`src/rtl/ahb_pkg.sv`:
```
// rtl/ahb_pkg.sv - shared AHB transfer/burst codes and helper functions
package ahb_pkg;

    typedef enum logic [1:0] {
        HTRANS_IDLE   = 2'b00,
        HTRANS_BUSY   = 2'b01,
        HTRANS_NONSEQ = 2'b10,
        HTRANS_SEQ    = 2'b11
    } htrans_e;

    typedef enum logic [2:0] {
        HBURST_SINGLE = 3'd0,
        HBURST_INCR   = 3'd1,
        HBURST_WRAP4  = 3'd2,
        HBURST_INCR4  = 3'd3,
        HBURST_WRAP8  = 3'd4,
        HBURST_INCR8  = 3'd5,
        HBURST_WRAP16 = 3'd6,
        HBURST_INCR16 = 3'd7
    } hburst_e;

    // Number of bits needed to index n items (n >= 2).
    function automatic int clog2(input int n);
        int r;
        r = 0;
        for (int i = 0; i < 31; i++) begin
            if ((1 << i) < n) begin
                r = i + 1;
            end
        end
        return r;
    endfunction

    // Total beats of a burst; 0 marks the undefined-length INCR.
    function automatic logic [4:0] burst_beats(input logic [2:0] hburst);
        case (hburst)
            HBURST_SINGLE:                return 5'd1;
            HBURST_WRAP4,  HBURST_INCR4:  return 5'd4;
            HBURST_WRAP8,  HBURST_INCR8:  return 5'd8;
            HBURST_WRAP16, HBURST_INCR16: return 5'd16;
            default:                      return 5'd0;
        endcase
    endfunction

endpackage

```
`src/rtl/ahb_arb_select.sv`:
```
// rtl/ahb_arb_select.sv - combinational next-grant picker (fixed priority or round-robin)
module ahb_arb_select
    import ahb_pkg::*;
#(
    parameter int NUM_MASTER     = 2,
    parameter int MODE           = 0,
    parameter int DEFAULT_MASTER = 0
) (
    input  logic [NUM_MASTER-1:0]        req,
    input  logic [clog2(NUM_MASTER)-1:0] ptr,
    output logic [NUM_MASTER-1:0]        grant,
    output logic [clog2(NUM_MASTER)-1:0] idx,
    output logic                         any_req
);

    localparam int MW = clog2(NUM_MASTER);

    // Scan requesters from index 0 (fixed) or from just after ptr with wrap (round-robin).
    always_comb begin : pick
        int             cand;
        logic [MW-1:0]  cand_i;
        logic           found;
        cand    = 0;
        cand_i  = '0;
        found   = 1'b0;
        any_req = |req;
        idx     = MW'(DEFAULT_MASTER);
        for (int k = 0; k < NUM_MASTER; k++) begin
            if (MODE == 0) begin
                cand = k;
            end else begin
                cand = (int'(ptr) + k + 1) % NUM_MASTER;
            end
            cand_i = MW'(cand);
            if (!found && req[cand_i]) begin
                found = 1'b1;
                idx   = cand_i;
            end
        end
        grant      = '0;
        grant[idx] = 1'b1;
    end

endmodule

```
`src/rtl/ahb_arbiter_mn.sv`:
```
// rtl/ahb_arbiter_mn.sv - N-master AHB arbiter; AHB_ARB_HOLD_LIMIT_EN caps undefined INCR ownership
module ahb_arbiter_mn
    import ahb_pkg::*;
#(
    parameter int NUM_MASTER     = 2,
    parameter int MODE           = 0,
    parameter int DEFAULT_MASTER = 0,
    parameter int HOLD_LIMIT     = 16
) (
    input  logic                         HCLK,
    input  logic                         HRESETn,
    input  logic [NUM_MASTER-1:0]        HBUSREQ,
    input  logic [NUM_MASTER-1:0]        HLOCK,
    input  logic [1:0]                   HTRANS,
    input  logic [2:0]                   HBURST,
    input  logic                         HREADY,
    output logic [NUM_MASTER-1:0]        HGRANT,
    output logic [clog2(NUM_MASTER)-1:0] HMASTER,
    output logic [clog2(NUM_MASTER)-1:0] HMASTER_D,
    output logic                         HMASTLOCK
);

    localparam int                    MW        = clog2(NUM_MASTER);
    localparam logic [MW-1:0]         DEF_IDX   = MW'(DEFAULT_MASTER);
    localparam logic [NUM_MASTER-1:0] DEF_GRANT = NUM_MASTER'(1) << DEFAULT_MASTER;

    logic [NUM_MASTER-1:0] grant_q;
    logic [MW-1:0]         hmaster_q;
    logic [MW-1:0]         hmaster_d_q;
    logic                  hmastlock_q;
    logic [3:0]            beat_cnt;
    logic                  undef_q;
    logic [MW-1:0]         rr_ptr;

    logic [MW-1:0]         grant_idx;
    logic [NUM_MASTER-1:0] sel_grant;
    logic [MW-1:0]         sel_idx;
    logic                  any_req;
    logic                  is_nonseq;
    logic                  is_seq;
    logic                  is_idle;
    logic [4:0]            beats;
    logic [3:0]            load_val;
    logic                  locked_hold;
    logic                  undefined_active;
    logic                  hold_limit_hit;
    logic                  cnt_ok;
    logic                  arb_ok;

    assign is_nonseq = (HTRANS == HTRANS_NONSEQ);
    assign is_seq    = (HTRANS == HTRANS_SEQ);
    assign is_idle   = (HTRANS == HTRANS_IDLE);

    // Counter holds beats remaining after the current one.
    assign beats    = burst_beats(HBURST);
    assign load_val = (beats == 5'd0) ? 4'd0 : 4'(beats - 5'd1);

    // Re-arbitration is allowed on the last beat of a burst, never inside a locked
    // sequence, and never while an undefined INCR owner keeps requesting.
    assign locked_hold      = hmastlock_q || HLOCK[hmaster_q];
    assign undefined_active = undef_q && HBUSREQ[hmaster_q] && !hold_limit_hit;
    assign cnt_ok           = (beat_cnt == 4'd0) ||
                              ((beat_cnt == 4'd1) && is_seq && HREADY);
    assign arb_ok           = !locked_hold && cnt_ok && !undefined_active;

    // One-hot grant register back to an owner index.
    always_comb begin
        grant_idx = '0;
        for (int i = 0; i < NUM_MASTER; i++) begin
            if (grant_q[i]) begin
                grant_idx = MW'(i);
            end
        end
    end

    ahb_arb_select #(
        .NUM_MASTER     (NUM_MASTER),
        .MODE           (MODE),
        .DEFAULT_MASTER (DEFAULT_MASTER)
    ) u_select (
        .req     (HBUSREQ),
        .ptr     (rr_ptr),
        .grant   (sel_grant),
        .idx     (sel_idx),
        .any_req (any_req)
    );

    // Grant and round-robin pointer move only at an arbitration point on a ready edge.
    always_ff @(posedge HCLK or negedge HRESETn) begin
        if (!HRESETn) begin
            grant_q <= DEF_GRANT;
            rr_ptr  <= DEF_IDX;
        end else if (arb_ok && HREADY) begin
            grant_q <= sel_grant;
            if (any_req && (sel_grant != grant_q)) begin
                rr_ptr <= sel_idx;
            end
        end
    end

    // Address-phase owner follows the grant, data-phase owner follows the address phase.
    always_ff @(posedge HCLK or negedge HRESETn) begin
        if (!HRESETn) begin
            hmaster_q   <= DEF_IDX;
            hmaster_d_q <= DEF_IDX;
            hmastlock_q <= 1'b0;
        end else if (HREADY) begin
            hmaster_q   <= grant_idx;
            hmaster_d_q <= hmaster_q;
            hmastlock_q <= HLOCK[grant_idx];
        end
    end

    // Track beats left in the current burst and whether it is an undefined INCR.
    always_ff @(posedge HCLK or negedge HRESETn) begin
        if (!HRESETn) begin
            beat_cnt <= 4'd0;
            undef_q  <= 1'b0;
        end else if (HREADY) begin
            if (is_nonseq) begin
                beat_cnt <= load_val;
                undef_q  <= (HBURST == HBURST_INCR);
            end else if (is_seq) begin
                if (beat_cnt != 4'd0) begin
                    beat_cnt <= beat_cnt - 4'd1;
                end
            end else if (is_idle) begin
                undef_q <= 1'b0;
            end
        end
    end

`ifdef AHB_ARB_HOLD_LIMIT_EN
    localparam int HW = clog2(HOLD_LIMIT + 1) + 1;

    logic [HW-1:0] hold_cnt;

    // Count accepted beats since the last NONSEQ, saturating at the limit.
    always_ff @(posedge HCLK or negedge HRESETn) begin
        if (!HRESETn) begin
            hold_cnt <= '0;
        end else if (HREADY && is_nonseq) begin
            hold_cnt <= HW'(1);
        end else if (HREADY && is_seq && (hold_cnt < HW'(HOLD_LIMIT))) begin
            hold_cnt <= hold_cnt + HW'(1);
        end
    end

    assign hold_limit_hit = (hold_cnt >= HW'(HOLD_LIMIT));
`else
    assign hold_limit_hit = 1'b0;
`endif

    assign HGRANT    = grant_q;
    assign HMASTER   = hmaster_q;
    assign HMASTER_D = hmaster_d_q;
    assign HMASTLOCK = hmastlock_q;

endmodule
```
`config.mk`:
```
export PLATFORM = sky130hd
export DESIGN_NAME = ahb_arbiter_mn
export DESIGN_NICKNAME = d
export VERILOG_FILES = /design/src/rtl/ahb_pkg.sv /design/src/rtl/ahb_arb_select.sv /design/src/rtl/ahb_arbiter_mn.sv
export SDC_FILE = /design/constraint.sdc
export NUM_CORES = 1
export LEC_CHECK = 0
export ABC_AREA = 1
export BUFFER_PORTS_ARGS = -buffer_cell sky130_fd_sc_hd__buf_2
export CORE_AREA = 4 4 41 43
export DETAILED_ROUTE_END_ITERATION = 8
export DIE_AREA = 0 0 45 47
export PLACE_DENSITY = 0.72
export SKIP_LAST_GASP = 1
export SYNTH_ARGS = -nofsm -noshare
export SYNTH_HDL_FRONTEND = slang
export SYNTH_SLANG_ARGS = --single-unit
```
`constraint.sdc`:
```
create_clock -name HCLK -period 1.4 [get_ports HCLK]
set_input_delay 0.07 -clock HCLK [delete_from_list [all_inputs] [get_ports HCLK]]
set_output_delay 0.07 -clock HCLK [all_outputs]
set_load 0.01 [all_outputs]
```
Word-level counts from Yosys, hierarchy flattened:

Index checks and enable logic that the tools add are counted.

* register bits after elaboration: 10
* input bits: 12
* output and inout bits: 5
* logic and storage cells: 68

* $add $sub $neg: 2
* $lt $le $gt $ge: 4
* equal/unequal tests: 11
* mux-type cells: 19
* reduce and logical (&&, ||, !) cells: 26

Operator list (count)
* 5-bit one-hot mux with 4 select lines: 1
* 4-bit 2-to-1 mux: 4
* 1-bit 2-to-1 mux: 13
* 3-bit equality test (second input constant): 4
* 1-bit logical AND: 8
* 4-bit by 1-bit subtractor with 4-bit output (second input constant): 2
* 3-bit by 2-bit equality test with 1-bit output (second input constant): 2
* 1-bit by 2-bit less-than comparator with 1-bit output (second input constant): 3
* 3-bit AND reduction: 2
* 2-bit nonzero test: 3
* 2-bit OR reduction: 3
* 5-bit logical NOT: 1
* 2-bit equality test (second input constant): 2
* 4-bit by 1-bit equality test with 1-bit output (second input constant): 1
* 4-bit logical NOT: 1
* 4-bit nonzero test: 1
* 3-bit by 1-bit equality test with 1-bit output (second input constant): 1
* 1-bit logical NOT: 3
* 3-bit logical NOT: 1
* 2-bit logical NOT: 1
* 1-bit logical OR: 2
* 2-bit != test (second input constant): 1
* 1-bit demux with 1-bit select: 1
* 1-bit >= comparator (second input constant): 1

Logic depth before layout (Yosys ltp):

* depth in word-level cells: 8
* depth in mapped cells: 7
* mapped depth without buffers: 7

Modules after synthesis:

From an unflattened synthesis, not the netlist that was laid out.

* cell total of the unflattened synthesis: 109
* area total of the unflattened synthesis: 753.2 µm²

Modules (own cells, without submodules)
* ahb_arbiter_mn: times used 1, cells each 103, area an instance 724.4 µm², seq. area each 276.5 µm²
* ahb_arb_select: times used 1, cells each 6, area an instance 28.8 µm², seq. area each 0.0 µm²

Worst setup path before layout:

OpenSTA, ideal clock, no wires.

* kind: register -> register
* start: register beat_cnt[1]
* end: register grant_q[1], in the netlist HGRANT[1]
* library setup time: 0.117 ns
* arrival time: 1.021 ns
* required time: 1.283 ns
* path slack: 0.262 ns
* cell stages (with the launch flop): 8
* buffers on the path: 0
* clock period less this slack: 1.138 ns
* cells stage by stage: dfrtp_1 inv_1 ha_1 nand2_1 o21bai_1 nand3_1 nand2_1 nand2_1

* word-level cells in the longest chain between the ends: 7
* elaborated cells between the ends (all ways): 8
* those cells by class: 1 x eq/ne; 7 x reduce/logical

RTL lines
* start: declaration: line ahb_arbiter_mn.sv:31 `logic [3:0] beat_cnt;`
* start signal: assignment: line ahb_arbiter_mn.sv:121 `beat_cnt <= load_val;`
* start signal: assignment: line ahb_arbiter_mn.sv:125 `beat_cnt <= beat_cnt - 4'd1;`
* 4-bit by 1-bit equality test with 1-bit output: line ahb_arbiter_mn.sv:63 `((beat_cnt == 4'd1) && is_seq && HREADY);`
* 1-bit logical AND (2 in a row): line ahb_arbiter_mn.sv:63
* 1-bit logical OR *: line ahb_arbiter_mn.sv:62 `assign cnt_ok = (beat_cnt == 4'd0) ||`
* 1-bit logical AND * (2 in a row): line ahb_arbiter_mn.sv:64 `assign arb_ok = !locked_hold && cnt_ok && !undefined_active;`
* 1-bit logical AND *: line ahb_arbiter_mn.sv:93 `end else if (arb_ok && HREADY) begin`
* end signal: assignment: line ahb_arbiter_mn.sv:94 `grant_q <= sel_grant;`
* end: declaration: line ahb_arbiter_mn.sv:27 `logic [NUM_MASTER-1:0] grant_q;`

Every way passes the cells marked *; elsewhere a longest branch is shown, timed or not.
A chain may end at the register's enable or synchronous reset.

Final worst setup path:

* start: register beat_cnt[0]
* end: register grant_q[1], in the netlist HGRANT[1]

Same word-level chain as after synthesis.

==> out/qor.csv <==
stage;metric;value;unit
clocking;clk sinks;10;
timing;Tightest Pin Transition;0.2271;ns
run;max_cap viols;0;
final_layout;most common cell after layout, fill and taps aside;nand2_1;
timing;Final Hold Slack;0.05447;ns
status;outcome;completed;
final_layout;Final Cell Area;757.0;um2
final_layout;fraction of layout cells with a size suffix above 1;27.88;%
timing;endpoints failing hold;0;
critical_path;Critical Path AT;1.43;ns
final_layout;nets;120;
placement;GPL Wtd Cong;0.8054;
detailed_routing;Starting DRT DRC Count;10;
synthesis;largest family of logic cells by synthesized area;simple AND/OR/NAND/NOR gates;
timing;Final min period;1.272;ns
synthesis;mux cell area share after synthesis;1.616;%
placement;placed instance area;710.7;um2
die;IO Pins;17;
synthesis;syn avg cell area;7.373;um2
power;Static Leak;0.3986;nW
clocking;CTS resizes;0;
timing;final worst-path cycle share;90.83;%
critical_path;WS Path Type;register to register;
synthesis;Yosys cell types;19;
die;Chip Height;47;um
placement;DP HPWL;1.111;mm
clocking;worst-skew pair later-pin latency;0.26;ns
timing;RSZ-0062 raised after global routing;false;
timing;Rel. slew slack;84.86;%
placement;port bufs;16;
final_layout;synth-to-layout area growth;22.22;%
synthesis;simple-gate share of the synthesized area;31.11;%
global_routing;initial antenna violation count;0;
synthesis;dominant cell type by area after synthesis;dfrtp_1;
synthesis;XOR/XNOR Fraction of Synth Area;1.414;%
final_layout;most frequent cells in the layout;nand2_1, buf_2, dfrtp_1, nor2_1;
synthesis;Synth warnings;0;
clocking;largest buffer count on any clock path;2;
synthesis;adder-cell area share of the yosys netlist;6.061;%
timing;Worst Slack Setup Final;0.1284;ns
critical_path;CP Data Required Time;1.56;ns
global_routing;Congestion Overflow GR;0;
synthesis;sequential fraction of the synthesis area;40.61;%
min_path;hold crit path type;primary input to register;
synthesis;Post-Syn Instances;84;
power;PwrDens;1623;mW/mm2
synthesis;top-area cell type share of the netlist area;36.36;%
clocking;CTS tree;done;
detailed_routing;drc violations;0;
die;Cell Rows;13;
timing;setup total negative slack;0;ns
timing;Setup-failing EPs final;0;
detailed_routing;ANT nets after route;0;
die;die area;0.002115;mm2
detailed_routing;Via density;5.042;
synthesis;Cell Area, Synth;619.3;um2
synthesis;ranking of synthesized cells by area;dfrtp_1, nand2_1, ha_1;
detailed_routing;routed len/inst;11.42;um
timing;max-slew violation count;0;
clocking;H-tree levels;1;
die;DIE WIDTH;45;um
clocking;Clock Tree Root;clkbuf_4;
synthesis;Seq cells post-synth;10;
critical_path;Critical Path Sink Type;register;
detailed_routing;total wire length;1.359;mm
clocking;Worst-path clk slew;0.07;ns
die;Starting Density;47.60;%
global_routing;first-pass GRT wire length;2.339;mm
power;Pwr Total;0.001229;W
timing;Fmax;0.7864;GHz
detailed_routing;DR vias;600;
clocking;TritonCTS Buffers;3;
die;Core Region;0.001301;mm2
synthesis;Syn Nets;99;
global_routing;vias in the first global route;575;
detailed_routing;drt pass-1 iters;4;
critical_path;CP startpoint kind;register;
timing;clock skew;0.0004101;ns
final_layout;fill count;130;
power;worst vdd ir;0.0008610;V
critical_path;critical path peak fanout;5;
placement;Placement Setup Slack;0.1336;ns
final_layout;diode count;0;
global_routing;largest net degree at the start of global routing;11;
synthesis;Synth Area in Compound Gates;11.31;%
global_routing;Total GRT Usage;15.64;%
-- cell type report --
class	count	area, um2	area share (%)
Tap cell	15	18.77	2.479
Sequential cell	10	251.5	33.22
Clock buffer	4	36.28	4.793
Multi-Input combinational cell	62	319.1	42.15
Inverter	11	41.29	5.455
Timing Repair Buffer	17	90.09	11.90
-- flip-flops by register name (all words and copies together) (netlist names) --
name,cells
HMASTER,1
HGRANT,2
undef_q,1
HMASTLOCK,1
HMASTER_D,1
beat_cnt,4
-- final timing paths --
check | slack, ns | from | end | depth (start not counted)
worst max-delay path | 0.13 | beat_cnt[0] | HGRANT[1] | 6
worst min-delay path | 0.05 | HTRANS[0] | undef_q | 2
worst max register to register | 0.13 | beat_cnt[0] | HGRANT[1] | 6
worst min register to register | 0.46 | HGRANT[0] | HGRANT[0] | 2
max in group asynchronous | 0.96 | HRESETn | HGRANT[0] | 2
min in group asynchronous | 0.19 | HRESETn | undef_q | 2
-- metal layers --
| metal | up-vias | wire length (um) | track usage (%) |
|---|---|---|---|
| met4 | 0 | 0 | 7.018 |
| met2 | 14 | 700 | 28.25 |
| met1 | 275 | 575 | 16.16 |
| li1 | 311 | - | - |
| met3 | 0 | 82 | 5.747 |
| met5 | - | 0 | 0 |
-- Yosys cell counts --
cell type / instances
nand2_1: 24
dfrtp_1: 9
nor2_1: 8
inv_1: 7
o21ai_0: 7
nand3_1: 5
inv_2: 4
ha_1: 3
nand4_1: 3
nor2_2: 3
o21ai_1: 3
a21oi_1: 1
buf_4: 1
dfstp_2: 1
mux2i_1: 1
nand3_2: 1
o21bai_1: 1
o31ai_1: 1
xnor2_1: 1
-- metrics by stage --
| step | cells | util (%) |
|---|---|---|
| after floorplan | 84 | - |
| after global placement | 114 | 54.62 |
| after detailed placement | 114 | 54.62 |
| after CTS | 119 | 58.17 |
| after global routing | 119 | 58.17 |
| final | 119 | 58.17 |
-- critical path, stage by stage, from the launching register on --
cell,delay [ns]
dfrtp_1,0.40
inv_1,0.15
ha_1,0.21
o21bai_1,0.16
nand3_1,0.13
nand2_1,0.07
nand2_1,0.04
-- power by group --
| group | internal (W) | total (W) | switching, W |
|---|---|---|---|
| registers | 0.000400 | 0.000485 | 0.0000849 |
| logic | 0.000203 | 0.000485 | 0.000282 |
| clock network | 0.000158 | 0.000258 | 0.000100 |
| total | 0.000762 | 0.00123 | 0.000467 |
-- cell families (layout without fill, tap and decap cells) --
kind of cell	count (synthesis)	after routing
muxes	1	1
and+or+nand+nor	44	44
DFF	10	10
AOI/OAI and AO/OA	13	13
buffers and inverters	12	32
xor gates and xnor gates	1	1
adders and majority gates	3	3
-- timing repair --
item	in CTS	in global routing
hold endpoints to repair	10	0
buffers inserted	0	0
hold buffers	1	0
Power figures use the tool's default switching activity.
